## src/rtl/rv_imm_pkg.sv

```systemverilog
// Shared encodings for the immediate decode stage: immediate type codes,
// RV base opcodes that carry immediates, and the skid buffer state set.
package rv_imm_pkg;

    typedef enum logic [2:0] {
        IMM_I = 3'b000,
        IMM_S = 3'b001,
        IMM_B = 3'b010,
        IMM_U = 3'b011,
        IMM_J = 3'b100,
        IMM_R = 3'b101,
        IMM_Z = 3'b110
    } imm_type_e;

    localparam logic [6:0] OP_LUI     = 7'b0110111;
    localparam logic [6:0] OP_AUIPC   = 7'b0010111;
    localparam logic [6:0] OP_JAL     = 7'b1101111;
    localparam logic [6:0] OP_JALR    = 7'b1100111;
    localparam logic [6:0] OP_LOAD    = 7'b0000011;
    localparam logic [6:0] OP_OPIMM   = 7'b0010011;
    localparam logic [6:0] OP_SYSTEM  = 7'b1110011;
    localparam logic [6:0] OP_BRANCH  = 7'b1100011;
    localparam logic [6:0] OP_STORE   = 7'b0100011;
    localparam logic [6:0] OP_OP      = 7'b0110011;
    localparam logic [6:0] OP_OPIMM32 = 7'b0011011;
    localparam logic [6:0] OP_OP32    = 7'b0111011;

    typedef enum logic [1:0] {
        BUF_EMPTY = 2'b00,
        BUF_ONE   = 2'b01,
        BUF_TWO   = 2'b10
    } buf_state_e;

endpackage

```

## src/rtl/imm_sel_ext_xlen.sv

```systemverilog
// Combinational opcode classifier and immediate extender.
// Optional feature macro: IMM_CSR_ZIMM_EN -- when defined, CSR immediate
// forms (SYSTEM with funct3[2]=1) report type Z and a zero-extended rs1 field.
module imm_sel_ext_xlen
    import rv_imm_pkg::*;
#(
    parameter int XLEN = 32
) (
    input  logic [31:0]     instr,
    output logic [2:0]      imm_type,
    output logic [XLEN-1:0] imm,
    output logic            illegal
);

    logic [6:0] opcode;
    imm_type_e  sel;
    logic       bad;
    logic [31:0] raw;

    assign opcode   = instr[6:0];
    assign imm_type = sel;
    assign illegal  = bad;

    // Classify the opcode into an immediate type; unknown opcodes fall back to R with illegal set
    always_comb begin
        sel = IMM_R;
        bad = 1'b0;
        case (opcode)
            OP_LUI, OP_AUIPC:           sel = IMM_U;
            OP_JAL:                     sel = IMM_J;
            OP_JALR, OP_LOAD, OP_OPIMM: sel = IMM_I;
            OP_SYSTEM: begin
                sel = IMM_I;
`ifdef IMM_CSR_ZIMM_EN
                if (instr[14]) begin
                    sel = IMM_Z;
                end
`endif
            end
            OP_BRANCH:                  sel = IMM_B;
            OP_STORE:                   sel = IMM_S;
            OP_OP:                      sel = IMM_R;
            OP_OPIMM32: begin
                if (XLEN == 64) sel = IMM_I;
                else            bad = 1'b1;
            end
            OP_OP32: begin
                if (XLEN == 64) sel = IMM_R;
                else            bad = 1'b1;
            end
            default:                    bad = 1'b1;
        endcase
        if (instr[1:0] != 2'b11) begin
            bad = 1'b1;
        end
        if (bad) begin
            sel = IMM_R;
        end
    end

    // Assemble the 32-bit immediate for the selected format, already sign-extended to 32 bits
    always_comb begin
        raw = 32'd0;
        case (sel)
            IMM_I: raw = {{20{instr[31]}}, instr[31:20]};
            IMM_S: raw = {{20{instr[31]}}, instr[31:25], instr[11:7]};
            IMM_B: raw = {{19{instr[31]}}, instr[31], instr[7], instr[30:25], instr[11:8], 1'b0};
            IMM_U: raw = {instr[31:12], 12'd0};
            IMM_J: raw = {{11{instr[31]}}, instr[31], instr[19:12], instr[20], instr[30:21], 1'b0};
            default: raw = 32'd0;
        endcase
    end

    // Widen to XLEN: sign-extend from bit 31, except the CSR immediate which is zero-extended
    always_comb begin
        imm = {XLEN{raw[31]}};
        imm[31:0] = raw;
        if (sel == IMM_Z) begin
            imm = '0;
            imm[4:0] = instr[19:15];
        end
    end

endmodule

```

## src/rtl/imm_decode_stage.sv

```systemverilog
// Registered decode stage: decodes on the input side and buffers decoded
// results in a two-entry (out + skid) buffer behind a valid/ready handshake.
// in_ready depends only on registered state, never on out_ready.
// Optional feature macro: IMM_CSR_ZIMM_EN (handled inside imm_sel_ext_xlen).
module imm_decode_stage
    import rv_imm_pkg::*;
#(
    parameter int XLEN = 32
) (
    input  logic            clk,
    input  logic            rst,
    input  logic            flush,
    input  logic            in_valid,
    output logic            in_ready,
    input  logic [31:0]     in_instr,
    input  logic [XLEN-1:0] in_pc,
    output logic            out_valid,
    input  logic            out_ready,
    output logic [31:0]     out_instr,
    output logic [XLEN-1:0] out_pc,
    output logic [2:0]      out_type,
    output logic [XLEN-1:0] out_imm,
    output logic            out_illegal
);

    buf_state_e state;
    buf_state_e next_state;

    logic [2:0]      dec_type;
    logic [XLEN-1:0] dec_imm;
    logic            dec_illegal;

    logic [31:0]     skid_instr;
    logic [XLEN-1:0] skid_pc;
    logic [2:0]      skid_type;
    logic [XLEN-1:0] skid_imm;
    logic            skid_illegal;

    logic accept;
    logic drain;
    logic load_out_from_in;
    logic load_out_from_skid;
    logic load_skid;

    imm_sel_ext_xlen #(
        .XLEN (XLEN)
    ) u_sel_ext (
        .instr    (in_instr),
        .imm_type (dec_type),
        .imm      (dec_imm),
        .illegal  (dec_illegal)
    );

    assign in_ready  = ~rst & (state != BUF_TWO);
    assign out_valid = (state != BUF_EMPTY);
    assign accept    = in_valid & in_ready;
    assign drain     = out_valid & out_ready;

    // Next buffer state and which registers load; flush empties the buffer and drops the incoming word
    always_comb begin
        next_state         = state;
        load_out_from_in   = 1'b0;
        load_out_from_skid = 1'b0;
        load_skid          = 1'b0;
        if (flush) begin
            next_state = BUF_EMPTY;
        end else begin
            case (state)
                BUF_EMPTY: begin
                    if (accept) begin
                        next_state       = BUF_ONE;
                        load_out_from_in = 1'b1;
                    end
                end
                BUF_ONE: begin
                    if (accept && !drain) begin
                        next_state = BUF_TWO;
                        load_skid  = 1'b1;
                    end else if (accept && drain) begin
                        load_out_from_in = 1'b1;
                    end else if (drain) begin
                        next_state = BUF_EMPTY;
                    end
                end
                BUF_TWO: begin
                    if (drain) begin
                        next_state         = BUF_ONE;
                        load_out_from_skid = 1'b1;
                    end
                end
                default: next_state = BUF_EMPTY;
            endcase
        end
    end

    // Buffer state register
    always_ff @(posedge clk) begin
        if (rst) begin
            state <= BUF_EMPTY;
        end else begin
            state <= next_state;
        end
    end

    // Output and skid data registers; reset clears every data field
    always_ff @(posedge clk) begin
        if (rst) begin
            out_instr    <= '0;
            out_pc       <= '0;
            out_type     <= '0;
            out_imm      <= '0;
            out_illegal  <= 1'b0;
            skid_instr   <= '0;
            skid_pc      <= '0;
            skid_type    <= '0;
            skid_imm     <= '0;
            skid_illegal <= 1'b0;
        end else begin
            if (load_out_from_in) begin
                out_instr   <= in_instr;
                out_pc      <= in_pc;
                out_type    <= dec_type;
                out_imm     <= dec_imm;
                out_illegal <= dec_illegal;
            end else if (load_out_from_skid) begin
                out_instr   <= skid_instr;
                out_pc      <= skid_pc;
                out_type    <= skid_type;
                out_imm     <= skid_imm;
                out_illegal <= skid_illegal;
            end
            if (load_skid) begin
                skid_instr   <= in_instr;
                skid_pc      <= in_pc;
                skid_type    <= dec_type;
                skid_imm     <= dec_imm;
                skid_illegal <= dec_illegal;
            end
        end
    end

endmodule

```

## config.mk

```make
export PLATFORM = sky130hd
export DESIGN_NAME = imm_decode_stage
export DESIGN_NICKNAME = d
export VERILOG_FILES = /design/src/rtl/rv_imm_pkg.sv /design/src/rtl/imm_sel_ext_xlen.sv /design/src/rtl/imm_decode_stage.sv
export SDC_FILE = /design/constraint.sdc
export NUM_CORES = 1
export LEC_CHECK = 0
export BUFFER_PORTS_ARGS = -buffer_cell sky130_fd_sc_hd__buf_4
export CELL_PAD_IN_SITES_DETAIL_PLACEMENT = 1
export CELL_PAD_IN_SITES_GLOBAL_PLACEMENT = 2
export CORE_MARGIN = 1.5
export CORE_UTILIZATION = 32
export DETAILED_ROUTE_END_ITERATION = 8
export GPL_ROUTABILITY_DRIVEN = 0
export PLACE_DENSITY_LB_ADDON = 0.3
export REMOVE_ABC_BUFFERS = 1
export SETUP_SLACK_MARGIN = 0.15
export SLEW_MARGIN = 20
export SYNTH_ARGS = -nofsm -noshare
export SYNTH_HDL_FRONTEND = slang
export SYNTH_HIERARCHICAL = 1
export SYNTH_SLANG_ARGS = --single-unit
```

## constraint.sdc

```tcl
create_clock -name clk -period 2.05 [get_ports clk]
set_input_delay 0.1025 -clock clk [delete_from_list [all_inputs] [get_ports clk]]
set_output_delay 0.1025 -clock clk [all_outputs]
set_load 0.1 [all_outputs]
```

=== Yosys cells after proc, flatten, opt, wreduce, memory -nomap -nowiden ===
Cells that the tools add are included.

* Input bits: 69
* Register bits: 202
* Logic and storage cells: 83
* Output and inout bits: 102

* Reduce and logical (&&, ||, !) cells: 12
* Equal/unequal tests: 23
* Muxes and demuxes: 33
* Bitwise gates (word level): 4

{| class="wikitable"
|+ Operators by type and width
! cell !! count
|-
| $mux 32 || 7
|-
| $pmux 32 s5 || 1
|-
| $eq 7x7->1 const B || 4
|-
| $eq 7x6->1 const B || 3
|-
| $pmux 3 s5 || 1
|-
| $eq 7x5->1 const B || 2
|-
| $mux 1 || 14
|-
| $mux 2 || 5
|-
| $reduce_or 10->1 || 1
|-
| $mux 3 || 3
|-
| $ne 2x2->1 const B || 4
|-
| $eq 7x2->1 const B || 1
|-
| $eq 3x2->1 const B || 2
|-
| $eq 3x3->1 const B || 2
|-
| $ne 3x3->1 const B || 2
|-
| $pmux 2 s3 || 1
|-
| $reduce_and 4->1 || 1
|-
| $reduce_bool 2->1 || 2
|-
| $reduce_or 2->1 || 2
|-
| $reduce_or 4->1 || 1
|-
| $and 1x1->1 || 3
|-
| $eq 3x1->1 const B || 1
|-
| $logic_not 3->1 || 1
|-
| $eq 2x1->1 const B || 1
|-
| other kinds (6) || 7
|}

=== Longest topological paths before layout ===
Gate-level depths: netlist of the first run.

* Depth after elaboration: 9
* Gate-level depth with buffers: 8

=== Cells and area by module ===
Netlist of the first run, hierarchy kept.

{| class="wikitable"
|+ By module, submodules not included
! module !! area an instance (µm²) !! cells an instance !! instances
|-
| imm_decode_stage || 8505.7 || 1044 || 1
|-
| imm_sel_ext_xlen || 574.3 || 79 || 1
|}

=== Worst setup path before layout of the first run ===
No wires, ideal clock.

* Kind: input-to-output
* Start: in rst
* End: out in_ready
* Stages: 4
* Data arrival time: 1909 ps
* Path buffers: 3
* Setup slack: 38 ps
* Cells stage by stage: buf_2 clkbuf_1 clkbuf_1 nor2_1

* Longest elaborated chain between the ends: 2

{| class="wikitable"
|+ Ends and longest elaborated chain
! element !! line !! source
|-
| from (decl) || imm_decode_stage.sv:11 || <nowiki>input logic rst,</nowiki>
|-
| $not 1->1 || imm_decode_stage.sv:54 || <nowiki>assign in_ready = ~rst & (state != BUF_TWO);</nowiki>
|-
| $and 1x1->1 || imm_decode_stage.sv:54 ||
|-
| to (decl) || imm_decode_stage.sv:14 || <nowiki>output logic in_ready,</nowiki>
|}

No other way between the ends.

=== Worst setup path after layout of the first run ===
* Start: in in_instr[2]
* End: reg out_imm[25]

* Longest elaborated chain between the ends: 9

{| class="wikitable"
|+ Ends and longest elaborated chain
! element !! line !! source
|-
| from (decl) || imm_decode_stage.sv:15 || <nowiki>input logic [31:0] in_instr,</nowiki>
|-
| $eq 7x6->1, or another cell as far along || imm_sel_ext_xlen.sv:28 || <nowiki>case (opcode)</nowiki>
|-
| $reduce_or 10->1 (no line) || n/a ||
|-
| $mux 1 || n/a ||
|-
| $mux 1 || imm_sel_ext_xlen.sv:53 || <nowiki>if (instr[1:0] != 2'b11) begin</nowiki>
|-
| $mux 3 (*) || imm_sel_ext_xlen.sv:56 || <nowiki>if (bad) begin</nowiki>
|-
| $eq 3x3->1, or another cell as far along || imm_sel_ext_xlen.sv:64 || <nowiki>case (sel)</nowiki>
|-
| $pmux 32 s5 || imm_sel_ext_xlen.sv:64 ||
|-
| $mux 32 (*) || imm_sel_ext_xlen.sv:78 || <nowiki>if (sel == IMM_Z) begin</nowiki>
|-
| net dec_imm[25] || imm_decode_stage.sv:30 || <nowiki>logic [XLEN-1:0] dec_imm;</nowiki>
|-
| $mux 32 (*) || imm_decode_stage.sv:119 || <nowiki>if (load_out_from_in) begin</nowiki>
|-
| to (signal assigned) || imm_decode_stage.sv:123 || <nowiki>out_imm <= dec_imm;</nowiki>
|-
| to (signal assigned) || imm_decode_stage.sv:129 || <nowiki>out_imm <= skid_imm;</nowiki>
|-
| to (decl) || imm_decode_stage.sv:22 || <nowiki>output logic [XLEN-1:0] out_imm,</nowiki>
|}

The timed path passes the listed nets; every way through them passes the cells marked *.
A chain may end at the register's enable or synchronous reset.

==> results.json, run 1 <==
{
  "status": "finished clean",
  "cp.arrival_ps": 2220,
  "cellLeakagePower_nw": 4.45,
  "top_level_ports": 171,
  "power_mw": 10.1,
  "reg2regPathDepth": 4,
  "cp_slowest_cell": "dlygate4sd3_1",
  "synth_area_leaders": "dfxtp_1, a311oi_1, nand2_1",
  "syn_to_final_growth_pct": 33.2,
  "synth_top_cell_by_area": "dfxtp_1",
  "drc": 0,
  "drt-pass1-iter-count": 5,
  "clk_latency_ps": 520,
  "irDropWorstVdd_v": 0.000527,
  "place_area_sq_um": 10600,
  "rsz0062_at_grt": "yes",
  "place_inst": 1569,
  "skew_ps": 8.49,
  "powerDensity_nw_per_um2": 835,
  "netlist_area_sq_um": 9080,
  "met3_length_um": 1320,
  "slew_viol_final": 0,
  "grt_max_degree": 204,
  "synth-compound-area-share_pct": 24.4,
  "ys_seq_elements": 202,
  "holdPathEnd": "state[0]",
  "wl_per_cell_um": 19.1,
  "hpwl_um": 17600,
  "cap_violations": 0,
  "highest_layer": "met4",
  "critPathRequiredTime_ps": 2470,
  "async_reset_ff_share_pct": 0,
  "first_global_vias": 9114,
  "antenna_found_initial": 1,
  "syn_inst": 1123,
  "final_cell_area_sq_um": 12100,
  "synth.area.mux_share_pct": 0.110,
  "worstPathCellList": "dlygate4sd3_1, buf_4, and4bb_4, o211ai_1, a21boi_1, buf_6, a21o_1, nor3_1, a311oi_1",
  "critPathKind": "input port to flop",
  "timing.setup.tns_ps": 0,
  "synth_top_family_by_area": "compound AO/OA/AOI/OAI gates",
  "finalNetCount": 1356,
  "timing.final.crit_share_pct": 87.4,
  "die_y_um": 171,
  "fillCellCount": 3305,
  "max_slew.worst_pin.slew_ps": 1020,
  "multiInputGateArea_sq_um": 4360,
  "layout_commonest_cell": "nand2_1",
  "route.vias.total": 9129,
  "cts-root-buf": "clkbuf_16",
  "mostFrequentLayoutCells": "nand2_1, dfxtp_1, buf_4, nand3_1, a21oi_1",
  "path_max_fanout": 11,
  "post_drt_via_cell_ratio": 5.42,
  "regArea_sq_um": 4050,
  "synthXorXnorAreaFrac_pct": 0.0965,
  "die_area_sq_um": 29400,
  "synth_cell_types": 49,
  "synth-simple-area-share_pct": 22.6,
  "worstHoldStart": "out_ready",
  "finalCoreUtilization_pct": 43.4,
  "period_needed_ps": 1790,
  "start_kind": "input port",
  "grt_overflow": 0,
  "portBuffers": 170,
  "grt_util_all_layers_pct": 21.0,
  "r2r_setup_slack_ps": 270,
  "htreeDepth": 1,
  "met2_length_um": 15100,
  "cts_buffers": 25,
  "stdcell_count": 1683,
  "r2r-end": "skid_instr[7]",
  "row_count": 61,
  "start_util_pct": 32.6,
  "max_freq_mhz": 558,
  "core_area_sq_um": 27900,
  "cpPeakStageDelay_ps": 560,
  "yosys.area_share.adder_pct": 0,
  "cts_tree": "done",
  "yosysWarnings": 6,
  "drt_iter0_drc": 628,
  "cp-end-kind": "flop",
  "synth-edff-count": 0,
  "totalWireLength_um": 32100,
  "finalSetupViolations": 0,
  "ant_nets": 0,
  "grt_pass1_wl_um": 50000,
  "drive_above_1_share_pct": 19.7,
  "slew_headroom_pct": 31.8,
  "cts.clk_slew.worst_paths_ps": 60,
  "synth_top_cell_area_share_pct": 44.5,
  "hold_violations": 0,
  "hp-class": "input port to flop",
  "ys.flop_type": "dfxtp_1",
  "cts_buffer_depth": 3,
  "syn_area_per_cell_sq_um": 8.09,
  "clock-sinks": 202,
  "ys_seq_area_share_pct": 44.5,
  "min_delay_path_depth": 4,
  "die_w_um": 171,
  "r2r_start": "state[1]",
  "drt-met1-wl_um": 15200
}
## through the flow
step           setup WS (ps)  hold WS (ps)
2_1_floorplan          -6150           172
3_3_place_gp             245           340
3_5_place_dp             175           345
4_1_cts                  177          37.6
5_1_grt                  125          70.6
6_report                 258          56.2
## area by class of cell
type / instances / share of cell area, %
Clock inverter: 4 / 0.404
Inverter: 1 / 0.0310
Clock buffer: 40 / 6.05
Timing Repair Buffer: 266 / 20.0
Tap cell: 378 / 3.91
Multi-Input combinational cell: 791 / 36.1
Antenna cell: 1 / 0.0207
Sequential cell: 202 / 33.5
## cell usage after synthesis, types with 2 or more instances
library cell    n
a21boi_0        2
a21o_1         20
a21oi_1       103
a22o_1          4
a311oi_1      100
and2_1          6
and3b_2         2
and4bb_2        2
buf_1          11
buf_2          42
buf_6          26
clkbuf_1       48
dfxtp_1       202
nand2_1       209
nand2b_1        3
nand3_1       105
nor2_1          5
nor2b_1         3
nor3_1         99
o21ai_0         3
o21ai_1       100
## registers in the layout, indices dropped and copies added, names as in the netlist
register / flops
out_pc: 32
state: 2
skid_instr: 32
out_type: 3
out_imm: 32
skid_imm: 32
skid_illegal: 1
skid_pc: 32
out_illegal: 1
skid_type: 3
out_instr: 32
## routing by layer
layer  global-route usage [%]  up-vias
li1                         -     4421
met2                     35.9      178
met3                     3.01       32
met4                     4.08        0
met5                        0        -
met1                     28.2     4498
## kinds of logic after synthesis
logic type             count (synthesis)
multiplexers                           1
XOR/XNOR                               1
buffers and inverters                130
AO/OA/AOI/OAI                        344
flip-flops                           202
AND/OR/NAND/NOR                      445
## critical path, delay by kind of cell
kind	cells	cell delay, ps
AO/OA/AOI/OAI	4	750
buffers and inverters	3	940
AND/OR/NAND/NOR	2	420
## report_power, final
| part | internal, mW | switching (mW) | leakage (nW) |
|---|---|---|---|
| sequential | 4.04 | 0.0735 | 1.64 |
| clock | 2.55 | 1.71 | 0.382 |
| combinational | 0.467 | 1.25 | 2.43 |
## worst max-delay path by stage
stage	start	end	slack, ps	cells past startpoint
finish	in_instr[2]	out_imm[25]	260	9
global placement	state[1]	out_imm[6]	250	4
floorplan	state[1]	out_illegal	-6150	3
CTS	state[1]	out_imm[7]	180	4
detailed placement	state[1]	out_imm[7]	180	4
global route	in_instr[4]	out_imm[0]	130	8
## timing repair
action / in CTS / in global routing
buffers inserted: 0 / 1
hold endpoints to repair: 120 / 0
hold buffers: 67 / 0
setup endpoints to repair: 0 / 102
gates resized for setup: 0 / 10
Power figures use the tool's default switching activity.
==> run 2, diff against run 1 <==
ABC_AREA = 1   (was unset)
CORE_UTILIZATION = 31   (was 32)
==> results.json, run 2 <==
{
  "status": "finished clean",
  "antenna_cells": 0,
  "totalWireLength_um": 36500,
  "slew_headroom_pct": 57.0,
  "critPathRequiredTime_ps": 2520,
  "clock-sinks": 202,
  "cp_top_family": "simple AND/OR/NAND/NOR gates",
  "layout_commonest_cell": "nand2_1",
  "cts_tree": "done",
  "htreeDepth": 1,
  "yosysWarnings": 6,
  "post_drt_via_cell_ratio": 4.80,
  "finalCoreUtilization_pct": 40.1,
  "die_area_sq_um": 34800,
  "ys_seq_area_share_pct": 38.7,
  "die_w_um": 187,
  "syn_area_per_cell_sq_um": 6.61,
  "synth_area_leaders": "dfxtp_1, nand2_1, nand3_1",
  "wl_per_cell_um": 16.4,
  "cpPeakStageDelay_ps": 390,
  "yosysMostFrequentCell": "nand2_1",
  "final_cell_area_sq_um": 13400,
  "cap_violations": 0,
  "ant_nets": 0,
  "place_area_sq_um": 11800,
  "first_global_vias": 10882,
  "antenna_found_initial": 0,
  "cts_buffers": 25,
  "core_area_sq_um": 33400,
  "synth_top_cell_area_share_pct": 38.7,
  "irDropWorstVdd_v": 0.000633,
  "synth_top_cell_by_area": "dfxtp_1",
  "synth-edff-count": 0,
  "hold_violations": 0,
  "row_count": 67,
  "hp-class": "input port to flop",
  "critPathKind": "flop to flop",
  "clk_latency_ps": 540,
  "max_freq_mhz": 558,
  "cts.clk_slew.worst_paths_ps": 60,
  "cellLeakagePower_nw": 6.13,
  "period_needed_ps": 1790,
  "mostFrequentLayoutCells": "nand2_1, nor2_1, nand3_1, dfxtp_1, buf_4",
  "synth_cell_types": 29,
  "powerDensity_nw_per_um2": 760,
  "async_reset_ff_share_pct": 0,
  "die_y_um": 187,
  "finalNetCount": 1832,
  "rsz0062_at_grt": "yes",
  "cp_slowest_cell": "dfxtp_1",
  "hpwl_um": 20900,
  "max_slew.worst_pin.slew_ps": 645,
  "drc": 0,
  "route.vias.total": 10690,
  "netlist_area_sq_um": 10400,
  "top_level_ports": 171,
  "skew_ps": 8.50,
  "timing.final.crit_share_pct": 87.4,
  "worst-path-buf-inv": 3,
  "cp-end-kind": "flop",
  "drt-pass1-iter-count": 4,
  "portBuffers": 170,
  "grt_max_degree": 143,
  "slew_viol_final": 0,
  "timing.hold.ws_ps": 19.1,
  "power_mw": 10.2,
  "syn_to_final_growth_pct": 28.0,
  "ys.flop_type": "dfxtp_1",
  "pre_cts_ws_ps": 218,
  "cts_buffer_depth": 3,
  "finalSetupViolations": 0,
  "start_kind": "flop",
  "grt_overflow": 0,
  "grt_util_all_layers_pct": 20.6,
  "cp.arrival_ps": 2260,
  "yosys-top-cells-count": "nand2_1, nor2_1, nand3_1",
  "worstPathCellList": "inv_2, nand2_4, nand3_4, nor2_4, nand2_4, clkinv_2, buf_12, nor2_1, nor2_1",
  "path_max_fanout": 71,
  "worst_slack_ps": 259,
  "start_util_pct": 31.3,
  "cts-root-buf": "clkbuf_16",
  "drive_above_1_share_pct": 16.8,
  "grt_pass1_wl_um": 59100,
  "drt_iter0_drc": 538,
  "syn_inst": 1581,
  "ys_seq_elements": 202
}
==> run 2: changes by cell type in the layout (fill, tap and decap cells not counted), moves of 12 or more <==
cell,previous run,this run
o21ai_0,3,83
buf_4,178,190
o21ai_1,100,20
a21oi_2,0,29
nor2_1,5,252
inv_1,1,119
a21oi_1,103,78
a21o_1,20,1
nand3_1,105,244
nor3_1,96,1
a311oi_1,100,0
nand2_1,207,404
==> run 2: layout make-up <==
| type | count | area (sq um) |
|---|---|---|
| timing repair buffer | 275 | 2450 |
| inverter | 127 | 480 |
| clock inverter | 4 | 23.8 |
| fill | 4298 | 20000 |
| sequential | 202 | 4040 |
| multi-input combinational | 1132 | 5070 |
| clock buffer | 38 | 734 |
| tap | 448 | 561 |
==> run 2: cells by family (layout without fill, tap and decap cells) <==
family	count (synthesis)	count (layout)	share of synthesized area, %
buffers and inverters	247	444	13.2
DFF	202	202	38.7
AOI/OAI and AO/OA	213	213	11.3
and+or+nand+nor	919	919	36.8
==> run 2: per-layer routing <==
| layer | vias to the layer above | track usage (%) | share of wire [%] |
|---|---|---|---|
| li1 | 5373 | - | - |
| met1 | 5123 | 27.4 | 48 |
| met2 | 158 | 36.0 | 47 |
| met3 | 36 | 2.44 | 3.7 |
| met4 | 0 | 3.47 | 1.2 |
| met5 | - | 0 | 0 |
==> run 2: path summary, 6_finish.rpt <==
path	startpoint	to	cells past startpoint	slack, ps
hold reg to reg	skid_instr[8]	skid_instr[8]	2	480
hold / removal	in_valid	state[0]	4	20
setup reg to reg	state[0]	skid_instr[29]	9	260
setup / recovery	state[0]	skid_instr[29]	9	260
==> run 2: power breakdown <==
group	internal [mW]	switching [mW]	total, mW
clock network	2.44	1.78	4.22
logic	0.505	1.34	1.85
registers	4.04	0.0646	4.10
total	6.98	3.18	10.2
==> run 2: repair_timing <==
item,CTS,global route
hold endpoints to repair,131,0
setup buffers,0,8
hold buffers,66,0
endpoints found under the setup margin,0,183
gates resized for setup,0,7
==> run 2: metrics by stage <==
step | setup TNS (ps) | instances
finish | 0 | 2226
global route | 0 | 2226
CTS | 0 | 2217
detailed placement | 0 | 2109
global placement | 0 | 2109
floorplan | -534130 | 1461
==> run 2: worst reg2reg max path, stage by stage, from the launching register on <==
cell and delay (ps):
dfxtp_1 390, inv_2 70, nand2_4 90, nand3_4 110
nor2_4 130, nand2_4 210, clkinv_2 140, buf_12 330
nor2_1 130, nor2_1 120
==> run 3, diff against run 2 <==
CORE_MARGIN = 2   (was 1.5)
MAX_ROUTING_LAYER = met4   (was unset)
==> results.json, run 3 (same netlist as run 2, synthesis figures left out) <==
{
  "cellLeakagePower_nw": 6.18,
  "start_kind": "input port",
  "grt_max_degree": 102,
  "place_inst": 2113,
  "multiInputGateArea_sq_um": 5090,
  "clock-sinks": 202,
  "worst-path-buf-inv": 6,
  "mostFrequentLayoutCells": "nand2_1, nor2_1, nand3_1, dfxtp_1, buf_4",
  "powerDensity_nw_per_um2": 788,
  "place_area_sq_um": 11800,
  "layout_commonest_cell": "nand2_1",
  "cpPeakStageDelay_ps": 530,
  "cap_violations": 0,
  "drt-pass1-iter-count": 4,
  "stdcell_count": 2230,
  "hpwl_um": 21500,
  "slew_headroom_pct": 56.2,
  "max_freq_mhz": 591,
  "post_drt_via_cell_ratio": 4.79,
  "final_cell_area_sq_um": 13400,
  "max_slew.worst_pin.slew_ps": 657,
  "cts_tree": "done",
  "path_max_fanout": 6,
  "drt_iter0_drc": 350,
  "cts_buffers": 26,
  "cts_buffer_depth": 3,
  "top_level_ports": 171,
  "path_common_cell": "nand2_1",
  "regArea_sq_um": 4040,
  "period_needed_ps": 1690,
  "skew_ps": 9.52,
  "drc": 0,
  "finalNetCount": 1830,
  "grt_overflow": 0,
  "fillCellCount": 4331,
  "slew_viol_final": 0,
  "die_y_um": 188,
  "cp_slowest_cell": "dlygate4sd3_1",
  "finalSetupViolations": 0,
  "cp_top_family": "buffers and inverters",
  "grt_pass1_wl_um": 59200,
  "hold_violations": 0,
  "timing.final.crit_share_pct": 82.6,
  "route.vias.total": 10676,
  "critPathKind": "input port to flop",
  "cp-end-kind": "flop",
  "core_area_sq_um": 33400,
  "rsz0062_at_grt": "no",
  "cts.clk_slew.worst_paths_ps": 60,
  "antenna_found_initial": 1,
  "cts-root-buf": "clkbuf_16",
  "syn_to_final_growth_pct": 28.5,
  "grt_util_all_layers_pct": 21.0,
  "cp.arrival_ps": 2150,
  "drive_above_1_share_pct": 17.2,
  "die_w_um": 188,
  "irDropWorstVdd_v": 0.000534,
  "critPathRequiredTime_ps": 2510,
  "start_util_pct": 31.3,
  "first_global_vias": 10943,
  "totalWireLength_um": 35700,
  "row_count": 67,
  "ant_nets": 0,
  "clk_latency_ps": 530,
  "htreeDepth": 1,
  "portBuffers": 170,
  "die_area_sq_um": 35200,
  "status": "finished clean",
  "worstPathCellList": "dlygate4sd3_1, buf_4, inv_2, nand3_2, inv_1, nand2_2, buf_4, nor2_1, nor2_1, nand2_1, inv_1, nand2_1, nand2_1, a21oi_1",
  "wl_per_cell_um": 16.0,
  "hp-class": "input port to flop"
}
-- run 3: cell count changes in the layout (fill, tap and decap cells not counted), moves of 2 or more --
cell	before	now
buf_4	190	193
buf_6	3	1
clkbuf_1	7	5
clkbuf_8	6	8
inv_4	0	2
nand2_4	3	5
-- run 3: cell type report --
cell class | instances | area share, %
diodes | 1 | 0.0186
clock buffers | 40 | 5.99
clock inverters | 8 | 0.513
well taps | 448 | 4.18
flip-flops and latches | 202 | 30.1
multi-input cells | 1132 | 37.9
repair buffers | 272 | 17.7
inverters | 127 | 3.60
-- run 3: path summary, 6_finish.rpt --
| path | startpoint | end | slack, ps | depth (start not counted) |
|---|---|---|---|---|
| setup / recovery | in_instr[4] | out_imm[9] | 360 | 14 |
| hold / removal | out_ready | state[1] | 30 | 4 |
| setup reg to reg | state[0] | skid_instr[31] | 390 | 9 |
| hold reg to reg | skid_pc[20] | skid_pc[20] | 480 | 2 |
-- run 3: routing by layer --
| layer | track usage, % | up-vias | routed length, um |
|---|---|---|---|
| met1 | 27.9 | 5107 | 17200 |
| met3 | 2.38 | 34 | 1370 |
| met5 | - | - | 0 |
| met4 | 3.03 | 0 | 385 |
| li1 | - | 5360 | - |
| met2 | 35.1 | 175 | 16700 |
-- run 3: repair_timing --
| item | CTS | global route |
|---|---|---|
| endpoints found under the hold margin | 136 | 0 |
| setup buffers | 0 | 3 |
| resized for setup | 0 | 7 |
| setup endpoints to repair | 0 | 50 |
| hold buffers | 65 | 0 |
-- run 3: report_power, final --
part	total [mW]	internal (mW)	switching, mW
sequential	4.10	4.04	0.0652
combinational	1.83	0.498	1.33
clock	4.65	2.82	1.83
-- run 3: through the flow --
stage | worst slack [ps] | utilization [%] | hold slack [ps] | setup TNS [ps] | total power [mW]
3_5_place_dp | 235 | 35.5 | 336 | 0 | 5.92
6_report | 357 | 40.2 | 30.0 | 0 | 10.6
4_1_cts | 225 | 40.1 | 0.266 | 0 | 10.7
5_1_grt | 154 | 40.2 | 45.9 | 0 | 11.0
2_1_floorplan | -4520 | - | 165 | -534130 | 5.34
3_3_place_gp | 254 | 35.5 | 334 | 0 | 5.91
-- run 3: tightest hold or removal path, cell delays in order --
cell,delay [ps]
buf_4,80
inv_1,110
a21oi_1,160
nor3_1,50
